--- src/rtl/spi_master_cfg_pkg.sv ---
// Shared types and helpers for the configurable SPI master: FSM states,
// SPI mode encodings and derived field widths.
package spi_cfg_pkg;

    typedef enum logic [1:0] {
        IDLE  = 2'd0,
        SETUP = 2'd1,
        XFER  = 2'd2,
        HOLD  = 2'd3
    } state_e;

    // SPI modes encoded as {cpol, cpha}
    localparam logic [1:0] MODE0 = 2'b00;
    localparam logic [1:0] MODE1 = 2'b01;
    localparam logic [1:0] MODE2 = 2'b10;
    localparam logic [1:0] MODE3 = 2'b11;

    function automatic int cs_idx_w(input int num_cs);
        return (num_cs > 1) ? $clog2(num_cs) : 1;
    endfunction

    function automatic int edge_cnt_w(input int data_w);
        return $clog2(2 * data_w + 1);
    endfunction

endpackage

--- src/rtl/spi_master_cfg_clk_gen.sv ---
// SCLK timing: H-cycle down-counter producing a tick per half-period, plus
// leading/trailing edge strobes and a running edge count.
module spi_clk_gen
    import spi_cfg_pkg::*;
#(
    parameter int DATA_W = 8,
    parameter int DIV_W  = 8,
    localparam int EW    = edge_cnt_w(DATA_W)
) (
    input  logic             clk,
    input  logic             reset,
    input  logic             load_i,
    input  logic             run_i,
    input  logic             edge_en_i,
    input  logic [DIV_W-1:0] div_i,
    output logic             tick_o,
    output logic             lead_edge_o,
    output logic             trail_edge_o,
    output logic [EW-1:0]    edge_cnt_o
);

    localparam logic [EW-1:0] NUM_EDGES = EW'(2 * DATA_W);

    logic [DIV_W-1:0] cnt_q, cnt_d;
    logic [DIV_W-1:0] div_q;
    logic [EW-1:0]    edge_q, edge_d;
    logic             edge_stb;

    assign tick_o       = run_i && (cnt_q == '0);
    assign edge_stb     = tick_o && edge_en_i && (edge_q != NUM_EDGES);
    assign lead_edge_o  = edge_stb && !edge_q[0];
    assign trail_edge_o = edge_stb &&  edge_q[0];
    assign edge_cnt_o   = edge_q;

    always_comb begin
        cnt_d  = cnt_q;
        edge_d = edge_q;
        if (load_i) begin
            cnt_d  = div_i;
            edge_d = '0;
        end else if (run_i) begin
            cnt_d = tick_o ? div_q : cnt_q - 1'b1;
            if (edge_stb) edge_d = edge_q + 1'b1;
        end
    end

    // NOTE: state registers use non-blocking assignments so every flop samples pre-edge values.
    always_ff @(posedge clk or posedge reset) begin
        if (reset) begin
            cnt_q  <= '0;
            div_q  <= '0;
            edge_q <= '0;
        end else begin
            cnt_q  <= cnt_d;
            edge_q <= edge_d;
            if (load_i) div_q <= div_i;
        end
    end

endmodule

--- src/rtl/spi_master_cfg.sv ---
// Configurable SPI master: DATA_W-bit frames, MSB first, all four CPOL/CPHA
// modes, runtime SCLK divider and one-hot active-low chip selects.
module spi_master_cfg
    import spi_cfg_pkg::*;
#(
    parameter int DATA_W = 8,
    parameter int NUM_CS = 2,
    parameter int DIV_W  = 8,
    localparam int CSW   = cs_idx_w(NUM_CS),
    localparam int EW    = edge_cnt_w(DATA_W)
) (
    input  logic              clk,
    input  logic              reset,
    input  logic              start,
    input  logic              cpol,
    input  logic              cpha,
    input  logic [DIV_W-1:0]  clk_div,
    input  logic [CSW-1:0]    cs_sel,
    input  logic [DATA_W-1:0] tx_data,
    output logic [DATA_W-1:0] rx_data,
    output logic              busy,
    output logic              done,
    output logic              sclk,
    output logic              mosi,
    input  logic              miso,
    output logic [NUM_CS-1:0] cs_n
);

    localparam logic [EW-1:0] NUM_EDGES = EW'(2 * DATA_W);
    localparam logic [EW-1:0] LAST_EDGE = EW'(2 * DATA_W - 1);

    state_e state_q, state_d;
    logic   accept, finish;

    logic          tick, lead_edge, trail_edge;
    logic [EW-1:0] edge_cnt;

    logic [1:0]        mode_q;
    logic              samp_lead;
    logic              shift_evt, samp_evt;
    logic [DATA_W-1:0] tx_sh_q, rx_sh_q, rx_data_q;
    logic              sclk_q, mosi_q, done_q;
    logic [NUM_CS-1:0] cs_n_q, cs_dec;

    spi_clk_gen #(
        .DATA_W (DATA_W),
        .DIV_W  (DIV_W)
    ) u_clk_gen (
        .clk          (clk),
        .reset        (reset),
        .load_i       (accept),
        .run_i        (state_q != IDLE),
        .edge_en_i    ((state_q == SETUP) || (state_q == XFER)),
        .div_i        (clk_div),
        .tick_o       (tick),
        .lead_edge_o  (lead_edge),
        .trail_edge_o (trail_edge),
        .edge_cnt_o   (edge_cnt)
    );

    // NOTE: every signal gets a default before the case so no path infers a latch.
    always_comb begin
        state_d = state_q;
        accept  = 1'b0;
        finish  = 1'b0;
        unique case (state_q)
            IDLE: begin
                if (start) begin
                    state_d = SETUP;
                    accept  = 1'b1;
                end
            end
            SETUP: if (tick) state_d = XFER;
            XFER:  if (tick && (edge_cnt == NUM_EDGES)) state_d = HOLD;
            HOLD: begin
                if (tick) begin
                    state_d = IDLE;
                    finish  = 1'b1;
                end
            end
            default: state_d = IDLE;
        endcase
    end

    always_ff @(posedge clk or posedge reset) begin
        if (reset) state_q <= IDLE;
        else       state_q <= state_d;
    end

    // CPHA=0 modes sample on the leading edge, CPHA=1 modes on the trailing edge.
    always_comb begin
        samp_lead = 1'b1;
        unique case (mode_q)
            MODE0, MODE2: samp_lead = 1'b1;
            MODE1, MODE3: samp_lead = 1'b0;
            default:      samp_lead = 1'b1;
        endcase
    end

    // With CPHA=0 the MSB is already on MOSI, so the final trailing edge must not shift.
    assign shift_evt = samp_lead ? (trail_edge && (edge_cnt != LAST_EDGE)) : lead_edge;
    assign samp_evt  = samp_lead ? lead_edge : trail_edge;

    always_comb begin
        cs_dec = '1;
        for (int i = 0; i < NUM_CS; i++) begin
            if (cs_sel == CSW'(i)) cs_dec[i] = 1'b0;
        end
    end

    always_ff @(posedge clk or posedge reset) begin
        if (reset) begin
            mode_q    <= '0;
            tx_sh_q   <= '0;
            rx_sh_q   <= '0;
            rx_data_q <= '0;
            sclk_q    <= 1'b0;
            mosi_q    <= 1'b0;
            done_q    <= 1'b0;
            cs_n_q    <= '1;
        end else begin
            done_q <= finish;
            if (state_q == IDLE) begin
                sclk_q <= cpol;
                if (accept) begin
                    mode_q  <= {cpol, cpha};
                    cs_n_q  <= cs_dec;
                    rx_sh_q <= '0;
                    if (cpha) tx_sh_q <= tx_data;
                    else      {mosi_q, tx_sh_q} <= {tx_data, 1'b0};
                end
            end else begin
                if (lead_edge || trail_edge) sclk_q <= ~sclk_q;
                if (shift_evt) {mosi_q, tx_sh_q} <= {tx_sh_q, 1'b0};
                if (samp_evt)  rx_sh_q <= {rx_sh_q[DATA_W-2:0], miso};
                if (finish) begin
                    cs_n_q    <= '1;
                    rx_data_q <= rx_sh_q;
                end
            end
        end
    end

    assign rx_data = rx_data_q;
    assign busy    = (state_q != IDLE);
    assign done    = done_q;
    assign sclk    = sclk_q;
    assign mosi    = mosi_q;
    assign cs_n    = cs_n_q;

endmodule

--- config.mk ---
export PLATFORM = sky130hd
export DESIGN_NAME = spi_master_cfg
export DESIGN_NICKNAME = d
export VERILOG_FILES = /design/src/rtl/spi_master_cfg_pkg.sv /design/src/rtl/spi_master_cfg_clk_gen.sv /design/src/rtl/spi_master_cfg.sv
export SDC_FILE = /design/constraint.sdc
export NUM_CORES = 1
export LEC_CHECK = 0
export CELL_PAD_IN_SITES_DETAIL_PLACEMENT = 1
export CELL_PAD_IN_SITES_GLOBAL_PLACEMENT = 1
export CORE_AREA = 2 2 88 90
export DETAILED_ROUTE_END_ITERATION = 6
export DIE_AREA = 0 0 90 92
export PLACE_DENSITY_LB_ADDON = 0.1
export SLEW_MARGIN = 20
export SYNTH_ARGS = -nofsm -noshare
export SYNTH_HDL_FRONTEND = slang
export SYNTH_SLANG_ARGS = --single-unit
export TNS_END_PERCENT = 20
--- constraint.sdc ---
create_clock -name clk -period 3.3 [get_ports clk]
set_clock_uncertainty 0.2 [all_clocks]
set_input_delay 0.495 -clock clk [delete_from_list [all_inputs] [get_ports clk]]
set_output_delay 0.495 -clock clk [all_outputs]
set_load 0.01 [all_outputs]
; ---- Word-level counts from Yosys, hierarchy flattened
; Index checks and enable logic that the tools add are counted.
; W data, S select, Z words.
[totals]
out_inout_bits = 14
inputBits = 23
register_bits = 54
[op_classes]
eq_ne = 15
bitwise_logic = 2
add_sub_neg = 2
reduce_logical = 30
mux = 36
[ops]
columns = operator, n
row1 = $mux W8, 10
row2 = $mux W5, 3
row3 = $mux W1, 14
row4 = $mux W2, 7
row5 = $reduce_bool A2 Y1, 7
row6 = $reduce_and A2 Y1, 6
row7 = $ne A2 B2 Y1 const B, 5
row8 = $eq A2 B2 Y1 const B, 4
row9 = $logic_not A8 Y1, 1
row10 = $pmux W2 S4, 1
row11 = $sub A8 B1 Y8 const B, 1
row12 = $logic_and A1 B1 Y1, 7
row13 = $add A5 B1 Y5 const B, 1
row14 = $eq A5 B5 Y1 const B, 1
row15 = $ne A5 B4 Y1 const B, 1
row16 = $ne A5 B5 Y1 const B, 1
row17 = $eq A2 B1 Y1 const B, 2
row18 = $logic_not A2 Y1, 2
row19 = $reduce_and A4 Y1, 1
row20 = $reduce_or A2 Y1, 2
row21 = $reduce_and A3 Y1, 1
row22 = $logic_or A1 B1 Y1, 2
row23 = $ne A2 B1 Y1 const B, 1
row24 = $not A1 Y1, 2
row25 = other kinds (2), 2

; ---- Logic depth before layout (Yosys ltp)
; Gate-level depths: netlist (run 1).
[logic_depth]
ltp_word = 9
ltp_mapped = 8
depth_no_buf = 7

; ---- By module
; From an unflattened synthesis (run 1), not the netlist that was laid out.
[hier_totals]
hier_cells = 266
area_unflattened_um2 = 2746.4
[modules_own_cells]
columns = mod, cells_per_inst, area_each_um2, n_inst, seq_area_each_um2
row1 = spi_master_cfg, 142, 1549.0, 1, 803.3
row2 = spi_clk_gen, 124, 1197.4, 1, 525.5

; ---- Least setup slack after synthesis (run 1)
; Ideal clock, no wire load.
[synth_path]
kind = register to register
startpoint = register u_clk_gen.edge_q[0] (netlist: u_clk_gen.edge_cnt_o[0])
endpoint = register tx_sh_q[1]
arrival_ns = 2.080
setup_slack_ns = 0.894
stages_incl_launch_ff = 8
t_required_ns = 2.974
path_cell_list = dfrtp_1 -> ha_1 -> and3_1 -> ha_1 -> or3b_2 -> a21oi_1 -> a21oi_2 -> a221o_1
[synth_between]
elab_chain_len = 7
[synth_rtl]
columns = item, line_no
row1 = from (decl), spi_master_cfg_clk_gen.sv:26  ; logic [EW-1:0] edge_q, edge_d;
row2 = from (signal assigned), spi_master_cfg_clk_gen.sv:55  ; edge_q <= edge_d;
row3 = $ne A5 B5 Y1, spi_master_cfg_clk_gen.sv:30  ; assign edge_stb = tick_o && edge_en_i && (edge_q != NUM_EDGES);
row4 = $logic_and A1 B1 Y1, spi_master_cfg_clk_gen.sv:30
row5 = $logic_and A1 B1 Y1, spi_master_cfg_clk_gen.sv:32  ; assign trail_edge_o = edge_stb && edge_q[0];
row6 = $logic_and A1 B1 Y1, spi_master_cfg.sv:101  ; assign shift_evt = samp_lead ? (trail_edge && (edge_cnt != LAST_EDGE)) : lead_edge;
row7 = $mux W1 (*), spi_master_cfg.sv:101
row8 = $reduce_bool A2 Y1 (no source line) (*), -
row9 = $reduce_and A2 Y1 (no source line) (*), -
row10 = to (signal assigned), spi_master_cfg.sv:129  ; if (cpha) tx_sh_q <= tx_data;
row11 = to (signal assigned), spi_master_cfg.sv:130  ; else {mosi_q, tx_sh_q} <= {tx_data, 1'b0};
row12 = to (signal assigned), spi_master_cfg.sv:134  ; if (shift_evt) {mosi_q, tx_sh_q} <= {tx_sh_q, 1'b0};
row13 = to (decl), spi_master_cfg.sv:41  ; logic [DATA_W-1:0] tx_sh_q, rx_sh_q, rx_data_q;
; Every way passes the cells marked *; elsewhere a longest branch is shown, timed or not.
; A chain may end at the register's enable or synchronous reset.

; ---- Worst setup path in the final report (run 1)
[layout_path]
startpoint = register state_q[0]
endpoint = output port busy
[layout_between]
elab_chain_len = 1
[layout_rtl]
columns = item, line_no
row1 = from (decl), spi_master_cfg.sv:32  ; state_e state_q, state_d;
row2 = from (signal assigned), spi_master_cfg.sv:87  ; else state_q <= state_d;
row3 = $reduce_bool A2 Y1, spi_master_cfg.sv:145  ; assign busy = (state_q != IDLE);
row4 = to (decl), spi_master_cfg.sv:21  ; output logic busy,
; Every way passes these cells.

==> summary.md, run 1 <==
| Metric | Value |
|---|---|
| Status | `completed` |
| Sequential power share | `0.599` |
| Initial Utilization | `0.3824` |
| CTS Sinks | `53` |
| Synth top area cells | `dfrtp_1, mux2i_1, nand2_1, mux2_4, ha_1` |
| Worst Slack Setup Final | `0.6360 ns` |
| Area of the core | `0.007447 mm^2` |
| End-of-flow core utilization | `0.4600` |
| First-pass GRT wire length | `10970 um` |
| Critical Path AT | `1.97 ns` |
| CTS buffer count | `5` |
| Crit end category | `output port` |
| Clock Power Share | `0.342` |
| RePlAce Congestion | `0.7689` |
| Post-synth EDFFs | `0` |
| LEAKAGE | `1.685 nW` |
| Die height | `92 um` |
| DRT iter0 DRCs | `54` |
| Post-Syn Area per Cell | `10.63 um^2` |
| Critical path type | `register to output port` |
| ANT nets after route | `0` |
| Synthesized flop and latch total | `53` |
| Fmax | `375.4 MHz` |
| Clock transition at path regs | `0.10 ns` |
| Vias | `2034` |
| Mapped Nets | `301` |
| Power Dens Cells | `316.8 mW/mm^2` |
| # hold bufs at CTS | `0` |
| Synth area leader | `dfrtp_1` |
| Fin. max-slew vios | `0` |
| Setup violators final | `0` |
| R2r setup slk | `0.64 ns` |
| Drt drc | `0` |
| Site Rows | `32` |
| Root Buffer | `clkbuf_8` |
| Launch point of the worst path | `state_q[0]` |
| IO Pins | `37` |
| Async set-or-reset flop fraction in the synthesized netlist | `1.000` |
| CTS H-tree lvls | `2` |
| Total track usage | `0.1629` |
| Fin crit share | `0.8073` |
| Hold Startpoint | `u_clk_gen.div_q[5]` |
| Antenna Cells | `0` |
| Hold EP | `u_clk_gen.div_q[5]` |
| DP Cell Count | `402` |
| R2r endpoint | `state_q[1]` |
| Synth warnings | `0` |
| Nets | `340` |
| Main synth FF type | `dfrtp_1` |
| Post-layout min period | `2.664 ns` |
| DIE AREA | `0.008280 mm^2` |
| Slew at the pin closest to its max-slew limit | `0.6020 ns` |
| Non-Filler Instances | `410` |
| CTS resizes | `0` |
| Post-synthesis sequential area ratio | `0.4666` |
| Reported net switching power | `252.9 uW` |
| Vias in the first global route | `2233` |
| Post-Place Setup Slack | `0.6358 ns` |
| Routed WL per cell | `15.26 um` |
| Critical Path RT | `2.60 ns` |
| Clk_lat worst skew | `0.31 ns` |
| Hold Violations, Final | `0` |
| Via density | `4.961` |
| Post-CTS Setup Bufs | `0` |
| Remaining Overflow, GRT | `0` |
| CTS tree | `yes` |
| Largest net degree at the start of global routing | `29` |
| Post-DP HPWL | `4527 um` |
| MaxCap Viol Count | `0` |
| Initial antenna violation count | `0` |
| Largest fanout on the critical path | `10` |
| RSZ-0062 raised after global routing | `no` |
| Synth-to-Final Area Change | `20.30%` |
| Fin Hold WS | `0.2964 ns` |
| Drt pass-1 iters | `4` |
| Cells on Worst Hold Path | `2` |
| Hold WC Path Type | `register to register` |
| Count of cell types in the netlist | `49` |
| WL final | `6256 um` |
| Post-synthesis cell area | `0.002848 mm^2` |
| Cell-internal power | `832.6 uW` |
| CP Launch Type | `register` |
| Max clock buf depth | `2` |
| Setup_tns | `0 ns` |
| Sw Ratio | `0.2330` |
| Reg2Reg Launch Point | `state_q[1]` |
| R2R cell count | `6` |
| VDD IR-drop max | `0.1663 mV` |
| Chip Width | `90 um` |
| Yosys top cell area share | `0.4482` |
| Worst slew margin | `0.5981` |
| Port-buffer cells | `36` |
| Share of layout cells above drive strength 1 | `0.1396` |
| Comb pwr share | `0.059` |
| Cells after synthesis | `268` |
-- stage by stage --
step	power (mW)	cell area, um^2
after detailed placement	0.7296	3343
after floorplan	0.6881	2848
after CTS	1.101	3426
after global placement	0.7286	3343
after global routing	1.129	3426
final	1.085	3426
-- cells in the final DEF, fill, tap and decap left out, drive strengths merged, types with 2 or more instances in the layout --
master,n
a211oi,2
a21oi,14
a221o,7
and2,2
buf,9
clkbuf,6
clkdlybuf4s50,36
clkinv,3
dfrtp,51
dfstp,2
ha,10
inv,18
mux2,14
mux2i,24
nand2,50
nand2b,3
nand3,2
nand4,2
nor2,14
nor3,3
nor4,3
o21ai,6
o22ai,2
o31a,2
o31ai,2
or3b,2
xnor2,5
-- cell type report --
class / count / area [um^2]
well taps: 102 / 127.6
repair buffers: 45 / 440.4
fillers: 865 / 4021
inverters: 19 / 71.32
clock buffers: 6 / 72.57
multi-input cells: 183 / 1375
flip-flops and latches: 53 / 1329
clock inverters: 2 / 10.01
-- how the worst max path moves through the flow --
stage,end,cells after the start
floorplan,tx_sh_q[1],7
global placement,state_q[1],6
detailed placement,state_q[1],6
CTS,busy,4
global route,state_q[1],6
finish,busy,4
-- logic make-up after synthesis --
group / after synthesis / synth area share
AOI/OAI and AO/OA: 41 / 0.1019
xor gates and xnor gates: 6 / 0.01845
adders and majority gates: 10 / 0.04394
buffers and inverters: 32 / 0.05052
DFF: 53 / 0.4666
muxes: 38 / 0.1529
and+or+nand+nor: 88 / 0.1656
-- metal layers --
metal | up-vias | wire length, um | GRT usage
li1 | 999 | - | -
met1 | 1007 | 2996 | 0.2071
met2 | 24 | 3057 | 0.2895
met3 | 4 | 143 | 0.02876
met4 | 0 | 57 | 0.03846
met5 | - | 0 | 0
-- power groups by stage --
stage | combinational, mW | sequential, mW | clock, mW
3_5_place_dp | 0.0667 | 0.663 | 0
3_3_place_gp | 0.0657 | 0.663 | 0
2_1_floorplan | 0.0253 | 0.663 | 0
5_1_grt | 0.0720 | 0.650 | 0.407
4_1_cts | 0.0669 | 0.650 | 0.384
6_report | 0.0645 | 0.650 | 0.371
-- synth_stat cells, drive strengths merged, types with 2 or more instances --
cell type	count
a211oi	2
a21oi	14
a221o	7
and2	2
buf	5
clkbuf	8
dfrtp	51
dfstp	2
ha	10
inv	18
mux2	14
mux2i	24
nand2	50
nand2b	3
nand3	2
nand4	2
nor2	14
nor3	3
nor4	3
o21ai	6
o22ai	2
o31a	2
o31ai	2
or3b	2
xnor2	5
-- registers in the layout (all words and copies together) (netlist names) --
signal / flops
state_q: 2
mosi: 1
rx_sh_q: 8
done: 1
tx_sh_q: 8
cs_n: 2
u_clk_gen.div_q: 8
u_clk_gen.edge_cnt_o: 5
rx_data: 8
mode_q: 1
sclk: 1
u_clk_gen.cnt_q: 8
-- critical path, cell delays in order (launching register included) --
cell and delay, ns:
dfrtp_1 0.41, inv_1 0.13, ha_1 0.42, clkinv_1 0.17, clkdlybuf4s50_1 0.52
(Power assumes the default switching activity.)
==> inputs of run 2 (changes only) <==
Settings changed: CORE_AREA 2 2 88 90 to 2 2 89 91, DIE_AREA 0 0 90 92 to 0 0 91 93.
Clock period 3.3 ns to 2.2 ns, I/O delays scaled along.
==> run 2 against run 1 <==
  * Clock power grew 49%
  * Combinational power grew 55%
  * Design area grew 8.5%
  * Die area grew 2.2%
  * Sequential share of layout area shrank 3.0 points
  * Register-to-register slack lost 0.63 ns
  * Non-clock buffer count grew 27
  * Via count grew 6.4%
  * Critical endpoint is now tx_sh_q[4]
==> summary.md, run 2 (synthesis results as in run 1) <==
| Metric | Value |
|---|---|
| Most frequent CP cell | `a21oi_4` |
| Chip Width | `91 um (+1.1%)` |
| Launch point of the worst path | `u_clk_gen.edge_cnt_o[0]` |
| DP Cell Count | `427 (+6.2%)` |
| Non-Filler Instances | `437 (+6.6%)` |
| IO Pins | `37 (unchanged)` |
| Synth-to-Final Area Change | `30.54%` |
| DRT iter0 DRCs | `42 (-22%)` |
| RSZ-0062 raised after global routing | `yes` |
| Share of layout cells above drive strength 1 | `0.2388 (+0.09920)` |
| Critical path type | `register to register` |
| Worst Path Buf+Inv | `0 (-3)` |
| Reg2Reg Launch Point | `u_clk_gen.edge_cnt_o[0]` |
| Via density | `4.952 (-0.18%)` |
| Clock transition at path regs | `0.10 ns (about the same)` |
| Die height | `93 um (+1.1%)` |
| Critical-path cell list | `ha_2 -> and3_4 -> ha_4 -> or3b_4 -> a21oi_4 -> a21oi_4 -> a221o_1` |
| Largest fanout on the critical path | `7 (-3)` |
| Drt pass-1 iters | `4 (unchanged)` |
| WL final | `6590 um (+5.3%)` |
| Antenna Cells | `0 (unchanged)` |
| CTS tree | `yes` |
| Post-Place Setup Slack | `-0.1029 ns (-0.7387 ns)` |
| Critical Path AT | `2.18 ns (+0.21 ns)` |
| Vias | `2164 (+6.4%)` |
| CP Launch Type | `register` |
| Post-layout min period | `2.190 ns` |
| Fmax | `456.6 MHz` |
| Clk_lat worst skew | `0.31 ns (about the same)` |
| DIE AREA | `0.008463 mm^2 (+2.2%)` |
| Post-DP HPWL | `5128 um (+13%)` |
| Power Dens Cells | `437.6 mW/mm^2 (+38%)` |
| CTS Sinks | `53 (unchanged)` |
| CTS H-tree lvls | `2 (unchanged)` |
| Fin crit share | `0.9955` |
| Remaining Overflow, GRT | `0 (unchanged)` |
| Total track usage | `0.1719 (+0.008978)` |
| Area of the core | `0.007527 mm^2 (+1.1%)` |
| Crit end category | `register` |
| Worst Slack Setup Final | `0.009996 ns (-0.6260 ns)` |
| Hold WC Path Type | `input pin to async pin` |
| Fill count | `850 (-1.7%)` |
| Worst path top cell family by delay | `compound AO/OA/AOI/OAI gates` |
| VDD IR-drop max | `0.2351 mV (+41%)` |
| Initial antenna violation count | `0 (unchanged)` |
| Max clock buf depth | `2 (unchanged)` |
| Site Rows | `32 (unchanged)` |
| Root Buffer | `clkbuf_8` |
| Routed WL per cell | `15.08 um (-1.2%)` |
| Port-buffer cells | `36 (unchanged)` |
| Fin. max-slew vios | `0 (unchanged)` |
| Slowest cell delay on critical path | `0.40 ns (-0.12 ns)` |
| CTS buffer count | `5 (unchanged)` |
| Initial Utilization | `0.3783 (-0.004068)` |
| First-pass GRT wire length | `11670 um (+6.4%)` |
| MaxCap Viol Count | `0 (unchanged)` |
| # hold bufs at CTS | `0 (unchanged)` |
| Hold Violations, Final | `0 (unchanged)` |
| Status | `completed` |
| Nets | `367 (+7.9%)` |
| Vias in the first global route | `2314 (+3.6%)` |
| ANT nets after route | `0 (unchanged)` |
| Worst slew margin | `0.6938 (+0.09568)` |
| Slowest cell on crit path | `dfrtp_1` |
| Largest net degree at the start of global routing | `25 (-14%)` |
| LEAKAGE | `1.817 nW (+7.8%)` |
| Critical Path RT | `2.19 ns (-0.41 ns)` |
| Commonest non-fill, non-tap cell in the layout | `dfrtp_1` |
| Drt drc | `0 (unchanged)` |
| Setup violators final | `0 (unchanged)` |
| RePlAce Congestion | `0.7567 (-1.6%)` |
| Slew at the pin closest to its max-slew limit | `0.4579 ns (-0.1441 ns)` |
| Commonest cells after routing, fill and taps aside | `dfrtp_1, nand2_1, clkdlybuf4s50_1` |
run 2: cell count changes in the layout (fill, tap and decap cells not counted), moves of 2 or more:
cell        before  now
a21oi_4          0    2
buf_12           1    3
buf_4            8   33
clkinv_2         2    0
clkinvlp_4       0    2
ha_1            10    7
ha_2             0    2
run 2: worst reg2reg max path: stages, from the launching register on:
cell and delay [ns]:
dfrtp_1 0.40, ha_2 0.19, and3_4 0.15, ha_4 0.15, or3b_4 0.38, a21oi_4 0.18, a21oi_4 0.10, a221o_1 0.32
run 2: what timing repair did:
action                     4_1_cts  5_1_grt
setup endpoints to repair       20       23
buffers inserted                 2        0
pin swaps                        6        5
gates resized for setup         11        2
run 2: power by group:
group	switching [mW]	total (mW)	internal [mW]	leakage [nW]
Sequential	0.000688	0.975	0.974	0.633
Combinational	0.0443	0.0998	0.0556	1.15
Clock	0.327	0.552	0.225	0.0374
run 2: metal layers:
layer / track usage / part of all wire
met5: 0 / 0
met3: 0.02740 / 0.024
met2: 0.3043 / 0.51
met1: 0.2211 / 0.46
met4: 0.04167 / 0.010
run 2: final cells by class:
| cell class | count | area (um^2) | share of cell area |
|---|---|---|---|
| Clock buffer | 6 | 72.57 | 0.01952 |
| Clock inverter | 2 | 15.01 | 0.004039 |
| Inverter | 19 | 71.32 | 0.01919 |
| Multi-Input combinational cell | 183 | 1435 | 0.3861 |
| Sequential cell | 53 | 1329 | 0.3575 |
| Tap cell | 102 | 127.6 | 0.03433 |
| Timing Repair Buffer | 72 | 666.9 | 0.1794 |
run 2: per-stage QoR:
stage,hold slack (ns),setup TNS [ns],util,area (um^2),power [mW]
after floorplan,0.2354,-0.06514,-,2856,1.032
after global placement,0.2602,-0.1919,0.4736,3565,1.096
after detailed placement,0.2742,-0.7915,0.4736,3565,1.097
after CTS,0.1424,-0.05181,0.4930,3711,1.657
after global routing,0.1581,-1.318,0.4939,3717,1.699
final,0.1268,0,0.4939,3717,1.627
run 2: final timing paths:
check	end	slack, ns	depth (start not counted)
max reg2reg	tx_sh_q[4]	0.01	7
min in group clk	u_clk_gen.div_q[5]	0.29	2
max in group asynchronous	u_clk_gen.div_q[1]	1.13	3
min	rx_data[6]	0.13	2
min reg2reg	u_clk_gen.div_q[5]	0.29	2
max	tx_sh_q[4]	0.01	7
==> inputs of run 3 (changes only) <==
Settings changed: ABC_AREA set to 0.
==> results of run 3 <==
No change in the layout: final DEF, timing and power equal those of run 2.
